[src/rtl/expire_alarm.sv]
`default_nettype none
// ============================================================================
//  Module   : expire_alarm
//  Purpose  : Countdown expiry alarm. Watches the countdown value and run flag,
//             emits a short warning chirp on each of the last three seconds and
//             a BEEPS-long beep/blank sequence when the countdown reaches zero
//             while running. Any acknowledge pulse silences the sequence.
//  Ports    : clk          - system clock
//             rst_n        - asynchronous active-low reset
//             seconds      - current countdown value
//             running      - countdown running flag
//             ack_p        - one-clock silence pulse
//             buzzer       - tone drive to piezo
//             alarm_active - high while the expiry sequence runs
//             blank        - display blank request (beep-off phases)
//             done_p       - one-clock pulse at sequence completion / ack
//  Revision : 1.0 - initial release
// ============================================================================
module expire_alarm #(
    parameter int BEEP_CYC = 2_000_000,
    parameter int BEEPS    = 3,
    parameter int WARN_CYC = 500_000,
    parameter int TONE_DIV = 2500
) (
    input  logic       clk,
    input  logic       rst_n,
    input  logic [5:0] seconds,
    input  logic       running,
    input  logic       ack_p,
    output logic       buzzer,
    output logic       alarm_active,
    output logic       blank,
    output logic       done_p
);

    // One phase counter serves both WARN and the beep phases, so it is sized
    // for the longer of the two.
    localparam int PH_MAX = (BEEP_CYC > WARN_CYC) ? BEEP_CYC : WARN_CYC;
    localparam int PH_W   = ($clog2(PH_MAX)   > 0) ? $clog2(PH_MAX)   : 1;
    localparam int BC_W   = ($clog2(BEEPS)    > 0) ? $clog2(BEEPS)    : 1;
    localparam int TD_W   = ($clog2(TONE_DIV) > 0) ? $clog2(TONE_DIV) : 1;

    localparam logic [PH_W-1:0] C_WARN_LAST = PH_W'(WARN_CYC - 1);
    localparam logic [PH_W-1:0] C_BEEP_LAST = PH_W'(BEEP_CYC - 1);
    localparam logic [BC_W-1:0] C_BEEP_IDX  = BC_W'(BEEPS - 1);
    localparam logic [TD_W-1:0] C_TONE_LAST = TD_W'(TONE_DIV - 1);

    typedef enum logic [1:0] {
        S_IDLE     = 2'd0,
        S_WARN     = 2'd1,
        S_BEEP_ON  = 2'd2,
        S_BEEP_OFF = 2'd3
    } state_e;

    state_e            state_q, state_d;
    logic [PH_W-1:0]   phase_q, phase_d;
    logic [BC_W-1:0]   beep_q,  beep_d;
    logic [TD_W-1:0]   tcnt_q,  tcnt_d;
    logic              tone_q,  tone_d;
    logic [5:0]        sec_q;
    logic              run_q;
    logic              done_d;
    logic              buzzer_q, alarm_q, blank_q, done_q;

    logic              w_expiry;
    logic              w_warn;
    logic              w_entry;

    // Expiry: the count stepped 1 -> 0 while it was running on the previous
    // clock. Looking at run_q (not running) lets the countdown FSM drop its
    // run flag on the same clock it reaches zero.
    assign w_expiry = (seconds == 6'd0) && (sec_q == 6'd1) && run_q;
    assign w_warn   = running && (seconds != sec_q) &&
                      (seconds >= 6'd1) && (seconds <= 6'd3);

    always_comb begin
        state_d = state_q;
        phase_d = phase_q;
        beep_d  = beep_q;
        tcnt_d  = tcnt_q;
        tone_d  = tone_q;
        done_d  = 1'b0;
        w_entry = 1'b0;

        unique case (state_q)
            S_IDLE: begin
                if (w_expiry) begin
                    state_d = S_BEEP_ON;
                    beep_d  = '0;
                    w_entry = 1'b1;
                end else if (w_warn) begin
                    state_d = S_WARN;
                    w_entry = 1'b1;
                end
            end
            S_WARN: begin
                if (w_expiry) begin
                    state_d = S_BEEP_ON;
                    beep_d  = '0;
                    w_entry = 1'b1;
                end else if (w_warn) begin
                    // New second while chirping: restart the chirp.
                    w_entry = 1'b1;
                end else if (phase_q == C_WARN_LAST) begin
                    state_d = S_IDLE;
                    w_entry = 1'b1;
                end else begin
                    phase_d = phase_q + 1'b1;
                end
            end
            S_BEEP_ON: begin
                if (ack_p) begin
                    state_d = S_IDLE;
                    done_d  = 1'b1;
                    w_entry = 1'b1;
                end else if (w_expiry) begin
                    beep_d  = '0;
                    w_entry = 1'b1;
                end else if (phase_q == C_BEEP_LAST) begin
                    state_d = S_BEEP_OFF;
                    w_entry = 1'b1;
                end else begin
                    phase_d = phase_q + 1'b1;
                end
            end
            S_BEEP_OFF: begin
                if (ack_p) begin
                    state_d = S_IDLE;
                    done_d  = 1'b1;
                    w_entry = 1'b1;
                end else if (w_expiry) begin
                    state_d = S_BEEP_ON;
                    beep_d  = '0;
                    w_entry = 1'b1;
                end else if (phase_q == C_BEEP_LAST) begin
                    w_entry = 1'b1;
                    // beep_q is the index of the beep just finished.
                    if (beep_q == C_BEEP_IDX) begin
                        state_d = S_IDLE;
                        done_d  = 1'b1;
                    end else begin
                        state_d = S_BEEP_ON;
                        beep_d  = beep_q + 1'b1;
                    end
                end else begin
                    phase_d = phase_q + 1'b1;
                end
            end
            default: begin
                state_d = S_IDLE;
                w_entry = 1'b1;
            end
        endcase

        // Every state entry (including re-entry) restarts phase and tone.
        if (w_entry) begin
            phase_d = '0;
            tcnt_d  = '0;
            tone_d  = 1'b0;
        end else if (state_q == S_WARN || state_q == S_BEEP_ON) begin
            if (tcnt_q == C_TONE_LAST) begin
                tcnt_d = '0;
                tone_d = ~tone_q;
            end else begin
                tcnt_d = tcnt_q + 1'b1;
            end
        end
    end

    // Outputs are registered from next-state values so they line up with
    // state_q on the same clock.
    always_ff @(posedge clk or negedge rst_n) begin
        if (!rst_n) begin
            state_q  <= S_IDLE;
            phase_q  <= '0;
            beep_q   <= '0;
            tcnt_q   <= '0;
            tone_q   <= 1'b0;
            sec_q    <= 6'd0;
            run_q    <= 1'b0;
            buzzer_q <= 1'b0;
            alarm_q  <= 1'b0;
            blank_q  <= 1'b0;
            done_q   <= 1'b0;
        end else begin
            state_q  <= state_d;
            phase_q  <= phase_d;
            beep_q   <= beep_d;
            tcnt_q   <= tcnt_d;
            tone_q   <= tone_d;
            sec_q    <= seconds;
            run_q    <= running;
            buzzer_q <= tone_d && (state_d == S_WARN || state_d == S_BEEP_ON);
            alarm_q  <= (state_d == S_BEEP_ON) || (state_d == S_BEEP_OFF);
            blank_q  <= (state_d == S_BEEP_OFF);
            done_q   <= done_d;
        end
    end

    assign buzzer       = buzzer_q;
    assign alarm_active = alarm_q;
    assign blank        = blank_q;
    assign done_p       = done_q;

endmodule
`default_nettype wire

[config.mk]
export PLATFORM = sky130hd
export DESIGN_NAME = expire_alarm
export DESIGN_NICKNAME = d
export VERILOG_FILES = /design/src/rtl/expire_alarm.sv
export SDC_FILE = /design/constraint.sdc
export NUM_CORES = 1
export LEC_CHECK = 0
export BUFFER_PORTS_ARGS = -buffer_cell sky130_fd_sc_hd__buf_2
export CORE_ASPECT_RATIO = 0.6
export CORE_MARGIN = 2
export CORE_UTILIZATION = 50
export DETAILED_ROUTE_END_ITERATION = 6
export GPL_TIMING_DRIVEN = 1
export PLACE_DENSITY = 0.79
export SLEW_MARGIN = 10
export SYNTH_ARGS = -nofsm -noshare
export SYNTH_HDL_FRONTEND = slang
export SYNTH_SLANG_ARGS = --single-unit
export TNS_END_PERCENT = 5
[constraint.sdc]
create_clock -name clk -period 2.3 [get_ports clk]
set_input_delay 0.115 -clock clk [delete_from_list [all_inputs] [get_ports clk]]
set_output_delay 0.115 -clock clk [all_outputs]
set_load 0.05 [all_outputs]
==> results of run 1 <==
[power groups by stage]
stage          combinational [W]  clock, W  sequential [W]
4_1_cts                 0.000536  0.000666         0.00115
5_1_grt                 0.000626  0.000690         0.00117
2_1_floorplan           0.000335         0         0.00114
3_5_place_dp            0.000507         0         0.00116
3_3_place_gp            0.000484         0         0.00115
6_report                0.000559  0.000665         0.00115
[kinds of logic (layout without fill, tap and decap cells)]
kind of cell,after synthesis,after routing
AND/OR/NAND/NOR,130,130
XOR/XNOR,24,24
AO/OA/AOI/OAI,46,46
adder cells (fa/ha/maj),9,9
multiplexers,2,2
buffers and inverters,19,82
flip-flops,49,49
[layout make-up]
class,instances,area [um2],area share (%)
Timing Repair Buffer,63,489,14.1
Tap cell,66,82.6,2.39
Sequential cell,49,1230,35.5
Clock inverter,1,30.0,0.868
Inverter,11,41.3,1.19
Multi-Input combinational cell,211,1500,43.5
Clock buffer,7,86.3,2.50
[path summary, 6_finish.rpt]
check                          endpoint  slack (ps)  cells after the start
max                        alarm_active        -310                      9
max reg2reg                alarm_active        -310                      9
min in group asynchronous   phase_q[17]         380                      2
min reg2reg                   tcnt_q[8]         510                      1
max in group asynchronous     tcnt_q[8]        1260                      3
min                            sec_q[5]          40                      2
[metrics by stage]
| step | power (W) | utilization (%) | setup WS (ps) | instances | hold WS (ps) |
|---|---|---|---|---|---|
| floorplan | 0.00147 | - | -171 | 279 | -181 |
| global placement | 0.00163 | 61.1 | -191 | 390 | 201 |
| detailed placement | 0.00167 | 61.1 | -368 | 390 | 210 |
| CTS | 0.00235 | 66.1 | -246 | 408 | 35.0 |
| global route | 0.00249 | 67.4 | -370 | 408 | 55.1 |
| finish | 0.00237 | 67.4 | -313 | 408 | 36.8 |
[per-layer routing]
metal	up-vias	GRT usage (%)	share of wire [%]	routed length, um
met2	69	38.7	44	3010
li1	1141	-	-	-
met3	10	4.31	5.0	341
met4	0	7.24	1.4	97
met5	-	0	0	0
met1	1170	35.4	49	3360
[sequential cells by signal, summed over array words and instances (netlist names), 2 cells and up]
register / flops
beep_q: 2
phase_q: 21
sec_q: 6
state_q: 2
tcnt_q: 12
[critical path, stage by stage, from the launching register on]
cell,delay (ps)
dfrtp_1,400
or4b_4,550
nor4_4,160
buf_4,160
and3_4,220
nand2b_1,80
a21o_1,190
a221o_1,320
ha_2,190
or2_4,220
[cell usage after synthesis (2+ instances only)]
master | count | area [um2]
nand3_4 | 2 | 35.0
xnor2_1 | 5 | 43.8
nand3b_1 | 2 | 15.0
and4_1 | 4 | 35.0
o21ai_0 | 5 | 25.0
o22ai_1 | 2 | 12.5
a21oi_1 | 12 | 60.1
dfrtp_1 | 49 | 1230
nor3_1 | 3 | 15.0
inv_1 | 11 | 41.3
nand4_1 | 16 | 100
nand3_1 | 8 | 40.0
nand2b_1 | 3 | 18.8
nor4bb_1 | 2 | 20.0
nand4b_1 | 2 | 17.5
clkbuf_1 | 4 | 15.0
and3_1 | 4 | 25.0
nor4_1 | 4 | 25.0
or4_1 | 6 | 45.0
o31ai_1 | 3 | 22.5
a211oi_1 | 2 | 15.0
or2_2 | 2 | 12.5
a311oi_1 | 4 | 35.0
nand2_1 | 26 | 97.6
nor2_1 | 40 | 150
o211ai_1 | 2 | 15.0
buf_2 | 4 | 20.0
xor2_1 | 19 | 166
nor4_2 | 2 | 25.0
a31oi_1 | 3 | 18.8
ha_1 | 9 | 113
[timing repair]
item / 4_1_cts / 5_1_grt
setup buffers: 3 / 0
resized for setup: 9 / 15
pin swaps: 16 / 10
setup endpoints to repair: 30 / 38
hold buffers: 7 / 0
endpoints found under the hold margin: 35 / 0
==> impl_results.md, run 1 <==
- Post-Synth XOR/XNOR Area: 7.76%
- Clock latency on the worst-skew pair: 320 ps
- Part of the power in registers: 48.4%
- Port-buffer cells: 13
- Critical R2R Launch: phase_q[12]
- Starting density of the core: 52.8%
- Routed vias/inst: 5.86
- Worst Setup End Kind: flip-flop
- Core ar.: 5130 um2
- Ys Warns: 0
- First-pass GRT wire length: 11,300 um
- Chip width: 99.0 um
- Fin crit period: 2610 ps
- Via count: 2,390
- CTS Buffer Depth: 2
- Startpoint types: flip-flop
- Max VDD drop: 0.367 mV
- Most common cell after layout, fill and taps aside: dfrtp_1
- Hold Startpoint: seconds[5]
- Mux contribution to synthesized area: 0.831%
- Drt wl/cell: 16.7 um
- Global route overflow: 0
- Predominant post-synthesis flop cell: dfrtp_1
- Fmax: 0.383 GHz
- Critical Path RT: 2510 ps
- Fin nets: 360
- Clock Skew: 15.2 ps
- Violated checks: negative setup slack
- CTS Root Cell: clkbuf_8
- Unrepaired setup endpoints after global routing: yes
- Post-Synth Simple-Gate Area: 26.9%
- Yosys cell types: 50
- Worst-margin pin slew: 729 ps
- Final Cycle Share: 114%
- Mean Syn Cell Area: 9.71 um2
- DP HPWL: 4740 um
- Largest net degree at the start of global routing: 32
- Cell Pwr Density: 687 nW/um2
- CTS tree: built
- Post-Syn Area: 2710 um2
- Fill cells: 380
- Vias in the first global route: 2,288
- DRT iter0 DRCs: 202
- Sw frac: 32.0%
- H-tree level count: 2
- Placed Instance Area: 3140 um2
- Die area: 6040 um2
- I/O Pins: 14
- Async SR Flop Fraction: 100%
- CP max FO: 3
- Power Internal: 0.00162 W
- P_leak: 1.50 nW
- Synth Area in Adders: 4.16%
- Total track usage: 24.5%
- Clk pin slew, worst setup/hold paths: 100 ps
- Setup TNS: -1960 ps
- Number of synthesized flops with an enable pin: 0
- Syn_nets: 298
- Final ANT Viol Nets: 0
- Worst path arrival time: 2820 ps
- Outcome: complete, but fails checks
- Detailed Routing Iterations Pass 1: 5
- WL final: 6810 um
- Initial antenna violation count: 0
- Switch Pwr: 0.000759 W
- Routability cong.: 0.887
- Clock network fraction of design power: 28.0%
- Min-Delay Path Class: input port to flip-flop
- Std cell rows: 20
- FF+latch count, synth: 49
- Most frequent cells in the layout: dfrtp_1 (49), nor2_1 (39), buf_4 (37)
- Max Cap Violations: 0
- Max-slew violation count: 0
- Setup-failing EPs final: 20
- Cells after synthesis: 279
- Setup ws final: -313 ps
- CTS Buf Count: 5
- Area grow syn2layout: 27.6%
- Worst setup startpoint: phase_q[12]
- Sinks on Clock Net: 49
- Finished Cell Area: 3460 um2
- DR DRC count: 0
- Complex-gate fraction of the synthesized area: 12.3%
- Hold Vio Cnt, Final: 0
- Largest family of logic cells by synthesized area: simple AND/OR/NAND/NOR gates
- Share of cells above drive strength 1: 26.9%
- Combinational power share: 23.6%
- Sequential element share of the synthesized area: 45.2%
- Max_slew headroom: 51.4%
- Setup CP Type: flip-flop to flip-flop
- Die Y: 61.0 um
- Number of diodes: 0
Power figures use the tool's default switching activity.
==> run 2, diff against run 1 <==
--- a/config.mk
+++ b/config.mk
@@ -5,13 +5,13 @@
 export SDC_FILE = /design/constraint.sdc
 export NUM_CORES = 1
 export LEC_CHECK = 0
-export BUFFER_PORTS_ARGS = -buffer_cell sky130_fd_sc_hd__buf_2
 export CORE_ASPECT_RATIO = 0.6
 export CORE_MARGIN = 2
 export CORE_UTILIZATION = 50
 export DETAILED_ROUTE_END_ITERATION = 6
+export DONT_BUFFER_PORTS = 1
 export GPL_TIMING_DRIVEN = 1
-export PLACE_DENSITY = 0.79
+export PLACE_DENSITY = 0.77
 export SLEW_MARGIN = 10
 export SYNTH_ARGS = -nofsm -noshare
 export SYNTH_HDL_FRONTEND = slang
==> run 2 against run 1 <==
  * Die area did not move
  * Largest cell class unchanged
  * The flow still finishes with violations (negative setup slack)
  * Largest power group unchanged
  * Design area is 0.54% lower
  * Highest routed layer unchanged
  * Sequential cell count did not move
==> impl_results.md, run 2 (synthesis results as in run 1) <==
- Final Cycle Share: 111%
- Clk pin slew, worst setup/hold paths: 100 ps
- P_leak: 1.45 nW
- Clock Skew: 12.9 ps
- Biggest register: phase_q
- Total track usage: 23.8%
- Die Y: 61.0 um
- Unrepaired setup endpoints after global routing: yes
- Starting density of the core: 52.8%
- CP max FO: 3
- Final core utilization: 67.0%
- Critical Path RT: 2510 ps
- Setup TNS: -1600 ps
- Max_slew headroom: 61.0%
- Cell Pwr Density: 681 nW/um2
- Fill cells: 381
- Critical R2R Launch: phase_q[12]
- Hold_ws: 69.4 ps
- Max reg flops: 21
- CTS Buf Count: 5
- Fmax: 0.391 GHz
- Most frequent cells in the layout: dfrtp_1 (48), nor2_1 (39), buf_4 (36)
- Std cell rows: 20
- Worst Setup End Kind: flip-flop
- Number of diodes: 0
- Setup ws final: -256 ps
- Outcome: complete, but fails checks
- Max Cap Violations: 0
- Top flop regs: phase_q: 21 flops, tcnt_q: 12 flops, sec_q: 6 flops
- Detailed Routing Iterations Pass 1: 4
- H-tree level count: 2
- Violated checks: negative setup slack
- Fin crit period: 2560 ps
- I/O Pins: 14
- Via count: 2,376
- Core ar.: 5130 um2
- Largest net degree at the start of global routing: 50
- Setup CP Type: flip-flop to flip-flop
- Clock latency on the worst-skew pair: 310 ps
- Die area: 6040 um2
- Placed Instance Area: 3070 um2
- Final Non-Filler Cells: 396
- Worst-margin pin slew: 580 ps
- DR DRC count: 0
- First-pass GRT wire length: 11,000 um
- Placed cells: 377
- Startpoint types: flip-flop
- Sinks on Clock Net: 49
- Fin nets: 348
- Most common cell after layout, fill and taps aside: dfrtp_1
- Routed vias/inst: 6.00
- Port-buffer cells: 0
- Worst path arrival time: 2770 ps
- DP HPWL: 4390 um
- Worst setup startpoint: phase_q[12]
- Vias in the first global route: 2,259
- Setup-failing EPs final: 21
- Max VDD drop: 0.369 mV
- Share of cells above drive strength 1: 24.5%
- WL final: 6800 um
- CTS Buffer Depth: 2
- Chip width: 99.0 um
- CTS Root Cell: clkbuf_8
- Initial antenna violation count: 0
- Max-slew violation count: 0
- Hold Vio Cnt, Final: 0
- Area grow syn2layout: 26.9%
- Min-Delay Path Class: input port to flip-flop
- Finished Cell Area: 3440 um2
- Drt wl/cell: 17.2 um
- Global route overflow: 0
- Routability cong.: 0.911
- DRT iter0 DRCs: 134
- CTS tree: built
- Hold Startpoint: ack_p
- Final ANT Viol Nets: 0
==> run 2: cell types whose count changed in the layout (fill, tap and decap cells not counted), moves of 2 or more <==
cell and change:
a21oi_2 -2, buf_2 -13, dlygate4sd3_1 +2, nand3_1 +2, nand3_2 -2, xor2_1 -2
xor2_2 +2
==> run 2: worst paths after layout <==
path	slack, ps	to	cells past startpoint
max in group asynchronous	1750	phase_q[17]	2
min in group asynchronous	310	phase_q[9]	2
min	70	beep_q[1]	2
max	-260	alarm_active	8
max reg2reg	-260	alarm_active	8
min reg2reg	510	beep_q[1]	1
==> run 2: critical path, cell delays in order (launching register included) <==
cell and delay (ps):
dfrtp_1 390, or4b_4 550, nor4_4 220, and3_4 270, nand2b_1 90, a21o_1 190
a221o_1 330, ha_2 200, or2_4 210
==> run 2: layout make-up <==
| class | instances | area (um2) | area share (%) |
|---|---|---|---|
| sequential | 49 | 1230 | 35.7 |
| tap | 66 | 82.6 | 2.40 |
| clock buffer | 5 | 68.8 | 2.00 |
| timing repair buffer | 51 | 453 | 13.2 |
| multi-input combinational | 211 | 1520 | 44.2 |
| inverter | 11 | 41.3 | 1.20 |
| clock inverter | 3 | 46.3 | 1.35 |
==> run 2: per-stage QoR <==
step | setup slack (ps) | power [W]
3_5_place_dp | -312 | 0.00163
5_1_grt | -315 | 0.00248
3_3_place_gp | -189 | 0.00160
2_1_floorplan | -171 | 0.00147
4_1_cts | -216 | 0.00230
6_report | -256 | 0.00234
==> run 2: where the power goes <==
group,internal [W],total [W],switching [W]
sequential,0.00100,0.00116,0.000158
clock,0.000326,0.000639,0.000313
combinational,0.000256,0.000541,0.000285
==> run 2: layer usage <==
metal | vias up | wire, um | global-route usage (%)
met5 | - | 0 | 0
met4 | 0 | 91 | 4.89
met3 | 14 | 415 | 4.77
met2 | 83 | 3110 | 37.8
met1 | 1159 | 3190 | 34.7
li1 | 1120 | - | -
==> run 2: timing repair <==
| action | CTS | global route |
|---|---|---|
| endpoints found under the setup margin | 39 | 40 |
| pin swaps | 2 | 19 |
| buffers inserted | 0 | 1 |
| gates cloned | 0 | 0 |
| hold buffers | 10 | 0 |
| endpoints found under the hold margin | 57 | 0 |
| gates resized for setup | 4 | 22 |
==> run 3, diff against run 2 <==
--- a/config.mk
+++ b/config.mk
@@ -5,13 +5,15 @@
 export SDC_FILE = /design/constraint.sdc
 export NUM_CORES = 1
 export LEC_CHECK = 0
+export CELL_PAD_IN_SITES_DETAIL_PLACEMENT = 1
+export CELL_PAD_IN_SITES_GLOBAL_PLACEMENT = 1
 export CORE_ASPECT_RATIO = 0.6
 export CORE_MARGIN = 2
-export CORE_UTILIZATION = 50
+export CORE_UTILIZATION = 45
 export DETAILED_ROUTE_END_ITERATION = 6
 export DONT_BUFFER_PORTS = 1
 export GPL_TIMING_DRIVEN = 1
-export PLACE_DENSITY = 0.77
+export PLACE_DENSITY = 0.85
 export SLEW_MARGIN = 10
 export SYNTH_ARGS = -nofsm -noshare
 export SYNTH_HDL_FRONTEND = slang
==> run 3 against run 2 <==
  * The flow still finishes with violations (negative setup slack)
  * Register-to-register slack worse by 150 ps
  * Combinational power is 5.9% higher
  * Sequential power is 3% higher
  * Setup slack worse by 150 ps
  * First-iteration DRC count is 120% higher
  * Critical endpoint unchanged
  * Highest routed layer unchanged
==> impl_results.md, run 3 (synthesis results as in run 1) <==
- Worst path arrival time: 2910 ps
- WL final: 9520 um
- Most common cell after layout, fill and taps aside: dfrtp_1
- Chip width: 104 um
- First-pass GRT wire length: 15,300 um
- Outcome: complete, but fails checks
- Max Cap Violations: 0
- Top flop regs: phase_q: 21 flops, tcnt_q: 12 flops, sec_q: 6 flops
- DR DRC count: 0
- Setup-failing EPs final: 34
- Global route overflow: 0
- Clk pin slew, worst setup/hold paths: 100 ps
- Area grow syn2layout: 26.4%
- Largest net degree at the start of global routing: 50
- CTS Buf Count: 5
- Final Non-Filler Cells: 409
- Final Total Pwr: 0.00239 W
- H-tree level count: 2
- Worst Setup End Kind: flip-flop
- Port-buffer cells: 0
- Max VDD drop: 0.266 mV
- Setup CP Type: flip-flop to flip-flop
- DP HPWL: 5540 um
- Sinks on Clock Net: 49
- CTS Buffer Depth: 2
- Die area: 6680 um2
- Number of diodes: 0
- I/O Pins: 14
- Final ANT Viol Nets: 0
- Fmax: 0.369 GHz
- P_leak: 1.48 nW
- Fin crit period: 2710 ps
- Starting density of the core: 47.5%
- Die Y: 64.1 um
- Max-slew violation count: 0
- Hold Vio Cnt, Final: 0
- Min-Delay Path Class: input port to flip-flop
- Routed vias/inst: 6.17
- CTS Root Cell: clkbuf_8
- Detailed Routing Iterations Pass 1: 4
- Cell Pwr Density: 698 nW/um2
- Max_slew headroom: 64.3%
- Clock Skew: 15.7 ps
- Biggest register: phase_q
- Core ar.: 5700 um2
- Worst-margin pin slew: 536 ps
- Critical Path RT: 2500 ps
- Share of cells above drive strength 1: 23.7%
- Unrepaired setup endpoints after global routing: yes
- Max reg flops: 21
- Vias in the first global route: 2,740
- Total track usage: 29.9%
- Violated checks: negative setup slack
- Final Cycle Share: 118%
- Drt wl/cell: 23.3 um
- Most frequent cells in the layout: dfrtp_1 (49), nor2_1 (39), buf_4 (37)
- CP max FO: 3
- CTS tree: built
- Setup ws final: -410 ps
- Via count: 2,522
- DRT iter0 DRCs: 297
- Std cell rows: 21
- Placed cells: 389
- Initial antenna violation count: 0
- Startpoint types: flip-flop
- Fin nets: 348
- Routability cong.: 0.846
- Clock latency on the worst-skew pair: 310 ps
[run 3: timing repair]
item	4_1_cts	5_1_grt
hold endpoints to repair	57	0
hold buffers	10	0
endpoints found under the setup margin	41	40
resized for setup	12	12
pin swaps	6	4
setup buffers	2	1
[run 3: worst paths after layout]
check	start	slack, ps	end	cells past startpoint
setup reg to reg	sec_q[2]	-410	alarm_active	9
hold reg to reg	tcnt_q[8]	530	tcnt_q[8]	1
max in group asynchronous	rst_n	1740	tcnt_q[9]	2
hold / removal	ack_p	120	beep_q[1]	2
setup / recovery	sec_q[2]	-410	alarm_active	9
min in group asynchronous	rst_n	320	sec_q[1]	2
[run 3: layout make-up]
class | count | area, um2
fillers | 646 | 2280
inverters | 11 | 41.3
repair buffers | 51 | 449
multi-input cells | 211 | 1510
well taps | 80 | 100
clock buffers | 5 | 68.8
clock inverters | 2 | 35.0
flip-flops and latches | 49 | 1230
[run 3: stage by stage]
step                      hold slack, ps  TNS, ps  worst slack [ps]  area [um2]  util (%)
final                                117    -5710              -410        3430      60.1
after detailed placement            -179    -7230              -444        3070      53.9
after floorplan                     -181     -648              -171        2720         -
after global routing                 109    -9170              -512        3430      60.1
after global placement              -180    -2670              -199        3070      53.9
after CTS                           82.9    -4760              -306        3370      59.2
[run 3: report_power, final]
group / internal (W) / switching [W] / total [W]
Sequential: 0.00100 / 0.000193 / 0.00120
Clock: 0.000317 / 0.000304 / 0.000620
Combinational: 0.000244 / 0.000329 / 0.000573
[run 3: critical path: stages (launching register included)]
cell and delay, ps:
dfrtp_1 410, buf_4 140, nor3_1 350, and4_1 360
nor2_2 80, a31oi_1 340, nor2_1 150, a221o_1 360
ha_2 210, or2_4 220
[run 3: layer usage]
| layer | wire length, um | up-vias | global-route usage, % |
|---|---|---|---|
| li1 | - | 1111 | - |
| met2 | 4560 | 112 | 51.8 |
| met5 | 0 | - | 0 |
| met4 | 286 | 0 | 8.61 |
| met3 | 590 | 27 | 5.82 |
| met1 | 4090 | 1272 | 38.6 |
